File: src/rtl/reset_sequencer.sv
// Reset sequencer: releases memory, peripheral and core resets in that order after hold/init/stagger phases.
// All outputs come straight from flops (one edge after the sampled input); there is no backpressure, and sw requests outside RUN are dropped.
module reset_sequencer #(
  parameter int HOLD_CYCLES    = 5,
  parameter int STAGGER_CYCLES = 2,
  parameter int INIT_TIMEOUT   = 1024
) (
  input  logic       sys_clk,
  input  logic       ext_reset_n,
  input  logic       sw_reset_req,
  input  logic       mem_init_done,
  output logic       mem_rst_n,
  output logic       periph_rst_n,
  output logic       core_rst_n,
  output logic       busy,
  output logic [1:0] reset_cause
);

  localparam int MAX_HS = (HOLD_CYCLES > STAGGER_CYCLES) ? HOLD_CYCLES : STAGGER_CYCLES;
  localparam int MAX_V  = (MAX_HS > INIT_TIMEOUT) ? MAX_HS : INIT_TIMEOUT;
  localparam int CW     = ($clog2(MAX_V + 1) < 1) ? 1 : $clog2(MAX_V + 1);

  localparam logic [CW-1:0] HOLD_C    = CW'(HOLD_CYCLES);
  localparam logic [CW-1:0] STAGGER_C = CW'(STAGGER_CYCLES);
  localparam logic [CW-1:0] TIMEOUT_C = CW'(INIT_TIMEOUT);
  localparam logic [CW-1:0] CNT_MAX   = '1;

  localparam logic [1:0] CAUSE_EXT = 2'b01;
  localparam logic [1:0] CAUSE_SW  = 2'b10;
  localparam logic [1:0] CAUSE_TMO = 2'b11;

  typedef enum logic [2:0] {
    HOLD,
    WAIT_INIT,
    STAGGER,
    RUN,
    SWRST
  } state_t;

  state_t        state_q;
  logic [CW-1:0] cnt_q;
  logic [CW-1:0] cnt_d;
  logic          mem_rst_n_q;
  logic          periph_rst_n_q;
  logic          core_rst_n_q;
  logic          busy_q;
  logic [1:0]    reset_cause_q;

  // Saturating increment: the counter can never wrap back below a threshold.
  always_comb begin
    cnt_d = cnt_q;
    if (cnt_q != CNT_MAX) begin
      cnt_d = cnt_q + 1'b1;
    end
  end

  always_ff @(posedge sys_clk) begin
    if (!ext_reset_n) begin
      state_q        <= HOLD;
      cnt_q          <= '0;
      mem_rst_n_q    <= 1'b0;
      periph_rst_n_q <= 1'b0;
      core_rst_n_q   <= 1'b0;
      busy_q         <= 1'b1;
      reset_cause_q  <= CAUSE_EXT;
    end else begin
      case (state_q)
        HOLD, SWRST: begin
          if (cnt_d >= HOLD_C) begin
            mem_rst_n_q <= 1'b1;
            cnt_q       <= '0;
            state_q     <= WAIT_INIT;
          end else begin
            cnt_q <= cnt_d;
          end
        end

        WAIT_INIT: begin
          // A same-edge init completion beats the timeout and keeps the cause.
          if (mem_init_done || (cnt_d >= TIMEOUT_C)) begin
            if (!mem_init_done) begin
              reset_cause_q <= CAUSE_TMO;
            end
            periph_rst_n_q <= 1'b1;
            cnt_q          <= '0;
            if (STAGGER_CYCLES == 0) begin
              core_rst_n_q <= 1'b1;
              busy_q       <= 1'b0;
              state_q      <= RUN;
            end else begin
              state_q <= STAGGER;
            end
          end else begin
            cnt_q <= cnt_d;
          end
        end

        STAGGER: begin
          if (cnt_d >= STAGGER_C) begin
            core_rst_n_q <= 1'b1;
            busy_q       <= 1'b0;
            cnt_q        <= '0;
            state_q      <= RUN;
          end else begin
            cnt_q <= cnt_d;
          end
        end

        RUN: begin
          if (sw_reset_req) begin
            mem_rst_n_q    <= 1'b0;
            periph_rst_n_q <= 1'b0;
            core_rst_n_q   <= 1'b0;
            busy_q         <= 1'b1;
            reset_cause_q  <= CAUSE_SW;
            cnt_q          <= '0;
            state_q        <= SWRST;
          end
        end

        default: begin
          mem_rst_n_q    <= 1'b0;
          periph_rst_n_q <= 1'b0;
          core_rst_n_q   <= 1'b0;
          busy_q         <= 1'b1;
          cnt_q          <= '0;
          state_q        <= HOLD;
        end
      endcase
    end
  end

  assign mem_rst_n    = mem_rst_n_q;
  assign periph_rst_n = periph_rst_n_q;
  assign core_rst_n   = core_rst_n_q;
  assign busy         = busy_q;
  assign reset_cause  = reset_cause_q;

endmodule

File: config.mk
export PLATFORM = sky130hd
export DESIGN_NAME = reset_sequencer
export DESIGN_NICKNAME = d
export VERILOG_FILES = /design/src/rtl/reset_sequencer.sv
export SDC_FILE = /design/constraint.sdc
export NUM_CORES = 1
export LEC_CHECK = 0
export CORE_UTILIZATION = 55
export DETAILED_ROUTE_END_ITERATION = 6
export GPL_TIMING_DRIVEN = 0
export PLACE_DENSITY = 0.72
export REMOVE_ABC_BUFFERS = 1
export SYNTH_ARGS = -nofsm -noshare
export SYNTH_HDL_FRONTEND = slang
export SYNTH_SLANG_ARGS = --single-unit
File: constraint.sdc
create_clock -name sys_clk -period 3.1 [get_ports sys_clk]
set_clock_uncertainty 0.1 [all_clocks]
set_input_delay 0.62 -clock sys_clk [delete_from_list [all_inputs] [get_ports sys_clk]]
set_output_delay 0.62 -clock sys_clk [all_outputs]
set_load 0.02 [all_outputs]
== Word-level counts from Yosys, hierarchy flattened ==
Cells that the tools add are included.
Operators by class
  $add $sub $neg: 1
  magnitude comparators: 3
  eq/ne operators: 10
  muxes and demuxes: 25
  bitwise gates (word level): 3
  reductions and logical operators: 12
Operator list (number)
  2-to-1 mux 11 bit: 5
  one-hot mux 11 bit (4 select lines): 1
  2-to-1 mux 3 bit: 4
  one-hot mux 1 bit (3 select lines): 4
  one-hot mux 3 bit (4 select lines): 1
  adder 11 x 1 -> 11 bit, second input constant: 1
  greater-or-equal comparator 11 bit, second input constant: 1
  greater-or-equal comparator 11 x 2 -> 1 bit, second input constant: 1
  greater-or-equal comparator 11 x 3 -> 1 bit, second input constant: 1
  != test 11 bit, second input constant: 1
  != test 2 bit, second input constant: 5
  AND reduction 3 bit: 3
  AND reduction 4 bit: 2
  == test 3 x 2 -> 1 bit, second input constant: 2
  2-to-1 mux 1 bit: 6
  2-to-1 mux 2 bit: 3
  OR reduction 3 bit: 2
  one-hot mux 2 bit (2 select lines): 1
  OR reduction 2 bit: 2
  == test 3 x 1 -> 1 bit, second input constant: 1
  == test 3 bit, second input constant: 1
  logical NOT 3 bit: 1
  NOT 1 bit: 3
  nonzero test 2 bit: 1
  logical OR 1 bit: 1
Word-level totals
  register bits after elaboration: 20
  output and inout port bits: 6
  logic and storage cells: 61

== Logic depth before layout (Yosys ltp) ==
Gate-level depths: netlist of run 1.
  word-level depth: 6
  mapped depth: 10
  mapped depth without buffers: 8

== Least setup slack after synthesis of run 1 ==
No wires, ideal clock.
  kind: reg-to-reg
  start point: register cnt_q[0]
  end point: register state_q[2]
  setup time: 66 ps
  data arrival time: 2237 ps
  data required time: 2934 ps
  slack: 697 ps
  cell stages (with the launch flop): 11
  cell sequence: dfxtp_1 -> ha_1 -> and3_1 -> buf_6 -> a31oi_1 -> o211ai_1 -> or4_4 -> o31ai_4 -> buf_6 -> nand2_2 -> a21boi_2
Between the ends
  longest elaborated chain between the ends: 6
  elaborated cells between the ends (all ways): 11
RTL lines
  start, declared: RTL line 41  | logic [CW-1:0] cnt_q;
  start signal, assigned: RTL line 74  | cnt_q <= cnt_d;
  start signal, assigned: RTL line 94  | cnt_q <= cnt_d;
  start signal, assigned: RTL line 105  | cnt_q <= cnt_d;
  adder 11 x 1 -> 11 bit / != test 11 bit (equally long branches): RTL line 53, 52
  2-to-1 mux 11 bit (*): RTL line 52  | if (cnt_q != CNT_MAX) begin
  greater-or-equal comparator 11 bit: RTL line 80  | if (mem_init_done || (cnt_d >= TIMEOUT_C)) begin
  logical OR 1 bit: RTL line 80
  != test 2 bit (no line)
  AND reduction 4 bit (no line) (*)
  end signal, assigned: RTL line 89  | state_q <= RUN;
  end signal, assigned: RTL line 91  | state_q <= STAGGER;
  end signal, assigned: RTL line 103  | state_q <= RUN;
  end, declared: RTL line 40  | state_t state_q;
Mark *: on every way between the ends. The rest lies on a longest branch, timed or not.
A chain may end at the register's enable or synchronous reset.

== Worst setup path in the final report of run 1 ==
  start point: register cnt_q[0]
  end point: register cnt_q[9]
Between the ends
  longest elaborated chain between the ends: 6
  elaborated cells between the ends (all ways): 11
RTL lines
  adder 11 x 1 -> 11 bit / != test 11 bit (equally long branches): RTL line 53, 52
  2-to-1 mux 11 bit (*): RTL line 52
  greater-or-equal comparator 11 bit: RTL line 80
  logical OR 1 bit: RTL line 80
  2-to-1 mux 11 bit: RTL line 80
  one-hot mux 11 bit (4 select lines) (*): RTL line 67  | case (state_q)
Marks and branches as above.

==> out/metrics.yaml, run 1 <==
cts_hold_buffers: 0
cts_tree: "built"
setup_violations: 0
end_kind: "flop"
async_flop_share: 0
drcViolationCount: 0
hold_violations: 0
hp-class: "reg2reg"
maxSlewViolCount: 0
grt_pass1_wl_mm: 4.71
antenna_cells: 0
area_delta_synth_final_pct: 6.53
tns_ns: 0
min_period_ns: 2.93
path_cells: "ha_1, nand3_2, nor4b_2, o211ai_1, or4_4, o31ai_4, a21boi_1, o21a_1"
synth_flop_cell: "dfxtp_1"
ys.warnings.count: 0
clockBufferDepth: 2
fmax_mhz: 342
port_buffers: 9
hpwl_mm: 1.96
ys_ff_latch: 20
dieArea_sq_um: 2460
gp_congestion: 0.901
ys_types: 48
max-slew-margin-rel: 0.319
vias_per_cell: 6.46
nFillCells: 187
clkTransAtPathRegs_ns: 0.12
period_share: 0.945
clk_latency_ns: 0.31
setup_ws_ns: 0.172
rows: 16
status: "finished clean"
antenna_found_initial: 0
cts.sinks: 20
die_h_um: 49.6
cp_max_fo: 12
synthCells: 155
cp_slowest_cell: "o31ai_4"
hold_slack_ns: 0.371
core_area_sq_um: 2040
power.density_nw_per_um2: 754
max-vdd-ir-drop_v: 0.000508
ys_top_cells_by_area: "dfxtp_1 32%, o21ai_0 4.0%, nand3_1 3.6%"
synth.top_cell.area_share: 0.322
cts_setup_buffers: 0
drv_cap: 0
final_util: 0.650
design_area_sq_um: 1330
power.leakage_nw: 0.426
avgSynthCellArea_sq_um: 8.03
wire_per_inst_um: 15.0
critical_path_arrival_ns: 3.09
dieWidth_um: 49.6
yosysSeqAreaShare: 0.322
start_util: 0.610
multi_input_area_sq_um: 747
h-tree-depth: 1
syn-cell-area_sq_um: 1240
cts_resized: 0
wirelength_mm: 2.77
register_area_sq_um: 400
setup.worst_path.class: "reg2reg"
place_area_sq_um: 1290
pre_cts_slack_ns: -0.0650
grt_start_max_net_pins: 21
first_pass_iters: 7
required_ns: 3.26
grt_overflow: 0
nNetsFinal: 163
rsz0062_at_grt: "false"
synth-edff-count: 0
groute.usage.overall: 0.247
slowest_delay_ns: 0.55
ios: 10
drtIter0Drc: 42
cts_inserted_buffers: 3
drive_above_1_share: 0.0764
grt_pass1_vias: 1067
synth_top_area_cell: "dfxtp_1"
tightest_slew_ns: 1.01
worstSetupStartpointType: "flop"
vias: 1189
cts_root_buf: "clkbuf_4"
ant_nets: 0
[metrics by stage]
stage	cells	power [mW]
global placement	180	0.822
finish	184	1.00
detailed placement	180	0.835
global route	184	1.07
floorplan	144	0.698
CTS	184	0.991
[final timing paths]
path	startpoint	endpoint	cells after the start	slack, ns
worst max-delay path	cnt_q[0]	cnt_q[9]	8	0.17
worst min-delay path	busy	busy	1	0.37
worst max register to register	cnt_q[0]	cnt_q[9]	8	0.17
worst min register to register	busy	busy	1	0.37
[state kept, by name, summed over array words and instances (netlist names)]
signal / flops
core_rst_n: 1
busy: 1
periph_rst_n: 1
state_q: 3
reset_cause: 2
mem_rst_n: 1
cnt_q: 11
[cell usage after synthesis, types with 2 or more instances]
master,instances
and2_1,3
dfxtp_1,20
nor2b_1,2
o31ai_1,4
nand2b_1,2
o21a_1,3
clkbuf_1,2
nor2_1,11
nand4_1,5
a31oi_1,6
nand2_1,10
a21o_1,2
nand3_1,9
buf_6,4
a41oi_1,2
inv_1,5
o211ai_1,2
o21ai_0,10
buf_2,3
a21oi_1,8
nor3_1,6
and4_1,2
or3_1,3
nor4_1,3
and3_1,4
or4_1,2
[cells by family (layout without fill, tap and decap cells)]
logic type                 Yosys count  count (layout)  synth area share
buffers and inverters               16              18            0.0784
and+or+nand+nor                     69              69             0.317
DFF                                 20              20             0.322
AOI/OAI and AO/OA                   48              48             0.266
adders and majority gates            1               1            0.0100
xor gates and xnor gates             1               1           0.00704
[layout by cell type (no fill, tap or decap), types with 2 or more instances in the layout]
master / instances
dfxtp_1: 20
nor2_1: 11
nand2_1: 10
o21ai_0: 10
nand3_1: 9
clkdlybuf4s50_1: 9
a21oi_1: 8
nor3_1: 6
a31oi_1: 6
inv_1: 5
nand4_1: 5
and3_1: 4
o31ai_1: 4
nor4_1: 3
or3_1: 3
and2_1: 3
o21a_1: 3
clkbuf_4: 3
nand2b_1: 2
or4_1: 2
and4_1: 2
o211ai_1: 2
a21o_1: 2
a41oi_1: 2
nor2b_1: 2
[power by group]
group / internal (mW) / switching, mW
clock: 0.0717 / 0.0863
sequential: 0.306 / 0.0709
combinational: 0.198 / 0.267
[per-layer routing]
metal / vias up / share of wire / global-route usage
li1: 588 / - / -
met1: 546 / 0.47 / 0.353
met2: 49 / 0.45 / 0.365
met3: 6 / 0.064 / 0.0432
met4: 0 / 0.014 / 0.0905
met5: - / 0 / 0
[worst max-delay path: cells and delay by family, from the launching register on]
kind,cells,cell delay [ns]
adder cells (fa/ha/maj),1,0.28
AO/OA/AOI/OAI,4,1.09
AND/OR/NAND/NOR,3,0.95
flip-flops,1,0.45
[final cells by class]
| class | count | area share |
|---|---|---|
| inverter | 5 | 0.0142 |
| clock buffer | 4 | 0.0274 |
| timing repair buffer | 9 | 0.0679 |
| tap | 27 | 0.0255 |
| multi-input combinational | 119 | 0.563 |
| sequential | 20 | 0.302 |
No activity file was read; power rests on OpenSTA's default activity.
==> inputs of run 2 (changes only) <==
Settings changed: CORE_MARGIN set to 8.
==> run 2 against run 1 <==
Net effect:
- sequential power hardly changed
- maximum frequency up 3.2%
- final cell count rose by 1.1%
- count of clock-buffer cells in the layout unchanged
- worst setup slack improved by 0.090 ns
- power is 6.6% higher
- core utilization fell by 2.8 points
- critical path depth did not move
- die area is 64% higher
- routed wire length rose by 5.7%
- critical endpoint unchanged
- highest routed layer unchanged
==> out/metrics.yaml, run 2 (same netlist as run 1, synthesis figures left out) <==
status: "finished clean"
vias_per_cell: 6.44  # -0.41%
cts_hold_buffers: 0  # unchanged
switching_share: 0.413  # -0.0110
cts_inserted_buffers: 3  # unchanged
min_period_ns: 2.84  # -0.0903 ns
max-vdd-ir-drop_v: 0.000594  # +17%
grt_overflow: 0  # unchanged
p_switching_mw: 0.441  # +3.8%
clockBufferDepth: 2  # unchanged
cts_root_buf: "clkbuf_4"
ios: 10  # unchanged
drive_above_1_share: 0.0823  # +0.00585
antenna_cells: 0  # unchanged
clk_latency_ns: 0.30  # about the same
critical_path_arrival_ns: 2.99  # -0.10 ns
grt_busiest_layer: "met2"
pre_cts_slack_ns: -0.0247  # +0.0403 ns
cts.sinks: 20  # unchanged
wirelength_mm: 2.92  # +5.7%
rsz0062_at_grt: "false"
dieWidth_um: 63.6  # +28%
met1_usage: 0.188  # -0.166
core_area_sq_um: 2170  # +6.2%
power.leakage_nw: 0.437  # +2.4%
vias: 1197  # +0.67%
h-tree-depth: 1  # unchanged
drcViolationCount: 0  # unchanged
grt_start_max_net_pins: 21  # unchanged
start_util: 0.574  # -0.0359
setup_violations: 0  # unchanged
tightest_slew_ns: 1.08  # +0.0673 ns
dp_cells: 181  # +0.56%
setup_ws_ns: 0.262  # +0.0903 ns
wire_per_inst_um: 15.7  # +4.5%
drv_cap: 0  # unchanged
area_delta_synth_final_pct: 8.24
gp_congestion: 0.908  # +0.79%
hold_violations: 0  # unchanged
hpwl_mm: 2.03  # +3.4%
antenna_found_initial: 0  # unchanged
use_met3: 0.0265  # -0.0167
dieArea_sq_um: 4040  # +64%
clkTransAtPathRegs_ns: 0.12  # about the same
setup.worst_path.class: "in2reg"
nNetsFinal: 164  # +0.61%
intPower_mw: 0.626  # +8.7%
max-slew-margin-rel: 0.273  # -0.0452
port_buffers: 9  # unchanged
power_frac_comb: 0.501  # +0.036
mostFrequentLayoutCells: "20 x dfxtp_1, 11 x nor2_1, 10 x nand2_1, 10 x o21ai_0"
hp-class: "reg2reg"
largest_reg_flops: 11  # unchanged
grt_pass1_vias: 1056  # -1.0%
met2_usage: 0.223  # -0.142
fin_cells: 186  # +1.1%
first_pass_iters: 4  # -3
multi_input_area_sq_um: 747  # unchanged
total_power_mw: 1.07  # +6.6%
ant_nets: 0  # unchanged
drtIter0Drc: 56  # +33%
rows: 17  # +1
required_ns: 3.25  # about the same
grt_pass1_wl_mm: 4.84  # +2.9%
power.density_nw_per_um2: 792  # +4.9%
pwr-share-seq: 0.355  # -0.022
fmax_mhz: 352  # +3.2%
period_share: 0.915  # -0.0291
register_area_sq_um: 400  # unchanged
nFillCells: 222  # +19%
maxSlewViolCount: 0  # unchanged
cts_tree: "built"
final_common_cell: "dfxtp_1"
groute.usage.overall: 0.143  # -0.104
worstSetupStartpointType: "input pin"
p_clk_frac: 0.144  # -0.014
largest-register: "cnt_q"
end_kind: "flop"
die_h_um: 63.6  # +28%
cp_max_fo: 12  # unchanged
## run 2: cell types whose count changed in the layout (fill, tap and decap cells not counted)
cell,change
buf_12,+1
## run 2: power groups by stage
stage,Clock (mW),Combinational [mW],Sequential (mW)
final,0.153,0.535,0.379
after detailed placement,0,0.452,0.382
after floorplan,0,0.309,0.390
after CTS,0.157,0.455,0.375
after global placement,0,0.446,0.379
after global routing,0.168,0.580,0.390
## run 2: final cells by class
class | count | area share
Multi-Input combinational cell | 119 | 0.554
Sequential cell | 20 | 0.297
Timing Repair Buffer | 10 | 0.0817
Clock buffer | 4 | 0.0269
Tap cell | 28 | 0.0260
Inverter | 5 | 0.0139
## run 2: stage by stage
stage	instance area [sq um]	utilization	TNS (ns)	hold WS, ns
after floorplan	1170	-	0	0.385
after global placement	1290	0.595	-0.0426	0.334
after detailed placement	1290	0.595	-0.0247	0.342
after CTS	1330	0.612	0	0.361
after global routing	1350	0.621	0	0.394
final	1350	0.621	0	0.356
## run 2: path summary, 6_finish.rpt
check | start | endpoint | slack (ns) | depth (start not counted)
max reg2reg | state_q[0] | cnt_q[9] | 0.31 | 8
max | mem_init_done | cnt_q[9] | 0.26 | 8
min reg2reg | core_rst_n | core_rst_n | 0.36 | 2
min | core_rst_n | core_rst_n | 0.36 | 2
## run 2: per-layer routing
layer  vias up  wire length [um]
li1        593                 -
met1       570              1410
met2        30              1370
met3         4               110
met4         0                33
met5         -                 0
## run 2: what timing repair did
| action | 4_1_cts | 5_1_grt |
|---|---|---|
| setup endpoints to repair | 0 | 5 |
| buffers inserted | 0 | 1 |
| resized for setup | 0 | 0 |
## run 2: worst max-delay path: stages
cell and delay, ns:
clkdlybuf4s50_1 0.43, or4_1 0.50, a31oi_1 0.65, inv_1 0.19, o31ai_4 0.12, buf_12 0.17, a21boi_1 0.16, o21a_1 0.14
